`src/rtl/lz_pkg.sv`:
```
// Symbol map and state encoding shared by the inflate front end and lz_extractor.
package lz_pkg;

  localparam logic [4:0] SYM_EOB       = 5'd16;
  localparam logic [4:0] SYM_LEN_BASE  = 5'd17;
  localparam logic [4:0] SYM_DIST_BASE = 5'd25;

  typedef enum logic [1:0] {
    IDLE,
    RUN,
    EOB_WAIT
  } lz_state_e;

  // Length codes share extra-bit counts in pairs; distance codes step by one.
  function automatic logic [2:0] ext_len(input logic [4:0] sym);
    if (sym >= SYM_DIST_BASE) begin
      return 3'(sym - SYM_DIST_BASE);
    end else if (sym >= SYM_LEN_BASE) begin
      return 3'((sym - SYM_LEN_BASE) >> 1);
    end else begin
      return 3'd0;
    end
  endfunction

endpackage

```
`src/rtl/lz_sym_unpacker.sv`:
```
// Unpacks an LSB-first byte stream into 5-bit LZ symbols plus extra bits,
// realigning to a byte boundary after each EOB token.
//   state    | meaning
//   IDLE     | buffer and token slot cleared, waiting for en
//   RUN      | appending bytes and extracting tokens
//   EOB_WAIT | EOB token held in the slot, appends only, until it handshakes
module lz_sym_unpacker
  import lz_pkg::*;
#(
  parameter int BUF_W = 24,
  parameter int CNT_W = 5
) (
  input  logic       clk,
  input  logic       rst_n,
  input  logic       en,
  input  logic       byte_vld,
  input  logic [7:0] byte_in,
  output logic       byte_rdy,
  output logic       data_in_vld,
  output logic [4:0] data_in,
  output logic [5:0] ext_bits,
  input  logic       data_in_rdy,
  output logic       eob_done
);

  lz_state_e        state_q, state_d;
  logic [BUF_W-1:0] bbuf_q, bbuf_d;
  logic [CNT_W-1:0] cnt_q, cnt_d;
  logic             vld_q, vld_d;
  logic [4:0]       sym_q, sym_d;
  logic [5:0]       ext_q, ext_d;

  logic [4:0]       sym_head;
  logic [2:0]       ext_n;
  logic [5:0]       ext_mask;
  logic [CNT_W-1:0] need, align, consumed, rem;
  logic             slot_free, take_byte, extract, is_eob;

  assign sym_head  = bbuf_q[4:0];
  assign ext_n     = ext_len(sym_head);
  assign ext_mask  = ~(6'h3F << ext_n);
  assign need      = CNT_W'(5) + CNT_W'(ext_n);
  assign is_eob    = (sym_head == SYM_EOB);
  // Bits left in the partially consumed byte once the 5-bit EOB is removed.
  assign align     = (cnt_q - CNT_W'(5)) & CNT_W'(7);

  assign byte_rdy  = en && (state_q != IDLE) && (cnt_q <= CNT_W'(16));
  assign take_byte = byte_vld && byte_rdy;
  assign slot_free = !vld_q || data_in_rdy;
  assign extract   = en && (state_q == RUN) && (cnt_q >= CNT_W'(5)) &&
                     (cnt_q >= need) && slot_free;
  assign consumed  = extract ? (is_eob ? need + align : need) : '0;
  assign rem       = cnt_q - consumed;

  assign data_in_vld = vld_q;
  assign data_in     = sym_q;
  assign ext_bits    = ext_q;
  assign eob_done    = en && (state_q == EOB_WAIT) && vld_q && data_in_rdy;

  always_comb begin
    state_d = state_q;
    bbuf_d  = bbuf_q >> consumed;
    cnt_d   = rem;
    vld_d   = vld_q;
    sym_d   = sym_q;
    ext_d   = ext_q;

    if (take_byte) begin
      bbuf_d = bbuf_d | (BUF_W'(byte_in) << rem);
      cnt_d  = rem + CNT_W'(8);
    end

    if (extract) begin
      vld_d = 1'b1;
      sym_d = sym_head;
      ext_d = bbuf_q[10:5] & ext_mask;
    end else if (data_in_rdy) begin
      vld_d = 1'b0;
    end

    case (state_q)
      IDLE:     state_d = RUN;
      RUN:      if (extract && is_eob) state_d = EOB_WAIT;
      EOB_WAIT: if (vld_q && data_in_rdy) state_d = RUN;
      default:  state_d = IDLE;
    endcase

    if (!en || state_q == IDLE) begin
      bbuf_d = '0;
      cnt_d  = '0;
      vld_d  = 1'b0;
      sym_d  = '0;
      ext_d  = '0;
    end
    if (!en) state_d = IDLE;
  end

  always_ff @(posedge clk or negedge rst_n) begin
    if (!rst_n) begin
      state_q <= IDLE;
      bbuf_q  <= '0;
      cnt_q   <= '0;
      vld_q   <= 1'b0;
      sym_q   <= '0;
      ext_q   <= '0;
    end else begin
      state_q <= state_d;
      bbuf_q  <= bbuf_d;
      cnt_q   <= cnt_d;
      vld_q   <= vld_d;
      sym_q   <= sym_d;
      ext_q   <= ext_d;
    end
  end

endmodule

```
`config.mk`:
```
export PLATFORM = sky130hd
export DESIGN_NAME = lz_sym_unpacker
export DESIGN_NICKNAME = d
export VERILOG_FILES = /design/src/rtl/lz_pkg.sv /design/src/rtl/lz_sym_unpacker.sv
export SDC_FILE = /design/constraint.sdc
export NUM_CORES = 1
export LEC_CHECK = 0
export CAP_MARGIN = 20
export CELL_PAD_IN_SITES_DETAIL_PLACEMENT = 1
export CELL_PAD_IN_SITES_GLOBAL_PLACEMENT = 2
export CORE_MARGIN = 3
export CORE_UTILIZATION = 33
export CTS_CLUSTER_SIZE = 12
export DETAILED_ROUTE_END_ITERATION = 7
export PLACE_DENSITY = 0.83
export SETUP_SLACK_MARGIN = 0.05
export SLEW_MARGIN = 10
export SYNTH_ARGS = -nofsm -noshare
export SYNTH_HDL_FRONTEND = slang
export SYNTH_SLANG_ARGS = --single-unit
```
`constraint.sdc`:
```
create_clock -name clk -period 5.9 [get_ports clk]
set_input_delay 1.18 -clock clk [delete_from_list [all_inputs] [get_ports clk]]
set_output_delay 1.18 -clock clk [all_outputs]
set_load 0.02 [all_outputs]
```
==> impl_metrics.yaml <==
clocking:
  cts_tree: "built"
  cts_root_buf: "clkbuf_16"
  cts_buffers: 5
  clk_latency_ps: 290
  clock_sinks: 43
  cts_hold_buffers: 0
  htreeDepth: 2
  path_clk_slew_ps: 60
  cts_buffer_depth: 2
logic_synthesis:
  syn_inst: 503
  ys_warn_count: 0
  synth_top_flop_cell: "dfrtp_1"
  synth_compound_gate_area_share_pct: 23.7
  avgSynthCellArea_um2: 8.28
  synth_top_family_by_area: "compound AO/OA/AOI/OAI gates"
  ys_seq_area_share_pct: 25.8
  ys_ff_latch: 43
  syn-num-nets: 535
  yosys.area_share.simple_pct: 21.7
  synthArstFlopShare_pct: 100
  synth_edf_count: 0
  yosys-mux-area-fraction_pct: 13.8
  synth_cell_types: 69
  synth_area_um2: 4170
  synthXorXnorAreaFrac_pct: 4.47
  synth-adder-area-share_pct: 6.07
drt:
  drt_iter0_markers: 364
  wl_per_cell_um: 21.2
  via_count: 4115
  ant_nets: 0
  vias_per_cell: 5.89
  dr.pass1.iters: 5
  routed_wl_um: 14800
  drc: 0
global_routing:
  grt_pass1_wl_um: 23600
  grt_overflow_total: 0
  grt_pass1_vias: 4218
  track_usage_pct: 20.8
  grt_max_degree: 44
  antenna_found_initial: 0
layout:
  final_common_cell: "nand2_1"
  drive_above_1_share_pct: 11.9
  final_cell_mix: "nand2_1 (66), dfrtp_1 (43), mux2i_1 (37)"
  area_delta_synth_final_pct: 18.8
  diodes: 0
  finalNetCount: 562
  stdcell_count: 699
  final_util_pct: 40.7
placed_design:
  dp.final_hpwl_um: 11300
  gp_congestion: 0.921
  port_buffers: 26
  place_ws_ps: 154
  dp.cells: 685
die:
  row_count: 40
  io_pins: 27
  start_util_pct: 34.3
  die_y_um: 118
  coreArea_um2: 12200
  dieWidth_um: 118
  die-area_um2: 14000
timing:
  hold_viol: 0
  finalSetupViolCount: 0
  period_share_pct: 93.3
  tightest_slew_ps: 939
  skew_ps: 7.14
  fmax_mhz: 182
  finalCriticalPeriod_ps: 5500
  tns_ps: 0
  slew_viol_final: 0
  slew-limit-headroom_pct: 36.9
  fin_ws_ps: 395
pwr:
  leakage_nw: 2.08
  power_w: 0.000755
  power_density_nw_per_um2: 153
  vdd_drop_max_uv: 96.6
worst_setup_path:
  crit_fanout: 11
  cp-start-kind: "register"
  cp_slowest_cell: "dfrtp_1"
  crit_required_ps: 6060
  critPathMaxStageDelay_ps: 450
  rrSetupSlack_ps: 400
  crit_arrival_ps: 5660
  cp_common_cell: "ha_1"
  critical_path.endpoint_type: "register"
  path_class: "reg2reg"
  crit_family: "compound AO/OA/AOI/OAI gates"
  crit_buf_inv: 6
min_path:
  hold_class: "reg2reg"
flow_run:
  maxCapViolCount: 0
outcome:
  status: "completed"
-- synthesized netlist by cell type, types with 4 or more instances --
cell type	number	area (µm²)
a32oi_1	5	43.8
nor3_1	9	45.0
mux2i_1	37	370
o22ai_1	6	37.5
a21oi_1	30	150
nor2_1	26	97.6
mux2_2	11	124
a221oi_1	5	43.8
ha_1	17	213
a211o_1	7	61.3
dfrtp_1	43	1080
nor2b_1	4	25.0
a22oi_1	14	105
nand3_1	31	155
and3_1	4	25.0
xor2_1	9	78.8
and2_1	7	43.8
o211ai_1	8	60.1
nand2_1	67	251
nand2b_1	8	50.1
clkbuf_1	23	86.3
xnor2_1	6	52.6
o2bb2ai_1	6	52.6
or3_1	6	37.5
o21ai_0	25	125
inv_1	15	56.3
-- registers in the layout, summed over array words and instances, names as in the netlist --
| name | flops |
|---|---|
| cnt_q | 5 |
| bbuf_q | 24 |
| ext_bits | 6 |
| data_in | 5 |
| state_q | 2 |
| data_in_vld | 1 |
-- cell type report --
class | instances | area (µm²)
clock buffer | 6 | 129
clock inverter | 2 | 60.1
fill | 1446 | 7210
inverter | 16 | 60.1
multi-input combinational | 414 | 2970
sequential | 43 | 1080
tap | 168 | 210
timing repair buffer | 50 | 448
-- final timing paths --
check | startpoint | to | depth (start not counted)
setup / recovery | bbuf_q[1] | bbuf_q[0] | 25
hold / removal | ext_bits[0] | ext_bits[0] | 2
setup reg to reg | bbuf_q[1] | bbuf_q[0] | 25
hold reg to reg | ext_bits[0] | ext_bits[0] | 2
max in group asynchronous | rst_n | bbuf_q[13] | 2
min in group asynchronous | rst_n | data_in[2] | 1
-- metal layers --
layer	up-vias	global-route usage, %	share of wire (%)
met5	-	0	0
met4	0	6.45	2.0
met3	20	2.39	4.1
met2	111	34.9	48
met1	2052	28.0	46
li1	1932	-	-
-- worst register-to-register path, delay by kind of cell (launching register included) --
| kind | cells | cell delay, ps |
|---|---|---|
| flops | 1 | 450 |
| xor+xnor | 3 | 650 |
| fa+ha+maj | 4 | 1150 |
| simple gates | 6 | 1020 |
| buf+inv | 6 | 730 |
| compound gates | 6 | 1350 |
-- where the power goes --
| group | switching [W] | internal (W) |
|---|---|---|
| Sequential | 0.00000516 | 0.000297 |
| Clock | 0.000125 | 0.000243 |
| Combinational | 0.0000506 | 0.0000346 |
-- logic make-up after synthesis --
group,after synthesis
flops,43
compound gates,143
buf+inv,46
xor+xnor,18
mux,52
fa+ha+maj,19
simple gates,182
-- repair_timing --
action | CTS | global route
buffers inserted | 0 | 5
setup endpoints to repair | 0 | 25
hold endpoints to repair | 0 | 0
gates resized for setup | 0 | 10
-- metrics by stage --
| step | hold slack (ps) | instance area (µm²) |
|---|---|---|
| 6_report | 495 | 4950 |
| 3_5_place_dp | 490 | 4640 |
| 2_1_floorplan | 492 | 4170 |
| 3_3_place_gp | 482 | 4640 |
| 5_1_grt | 534 | 4950 |
| 4_1_cts | 504 | 4830 |
Note: power is estimated with default switching activity, not from simulation.
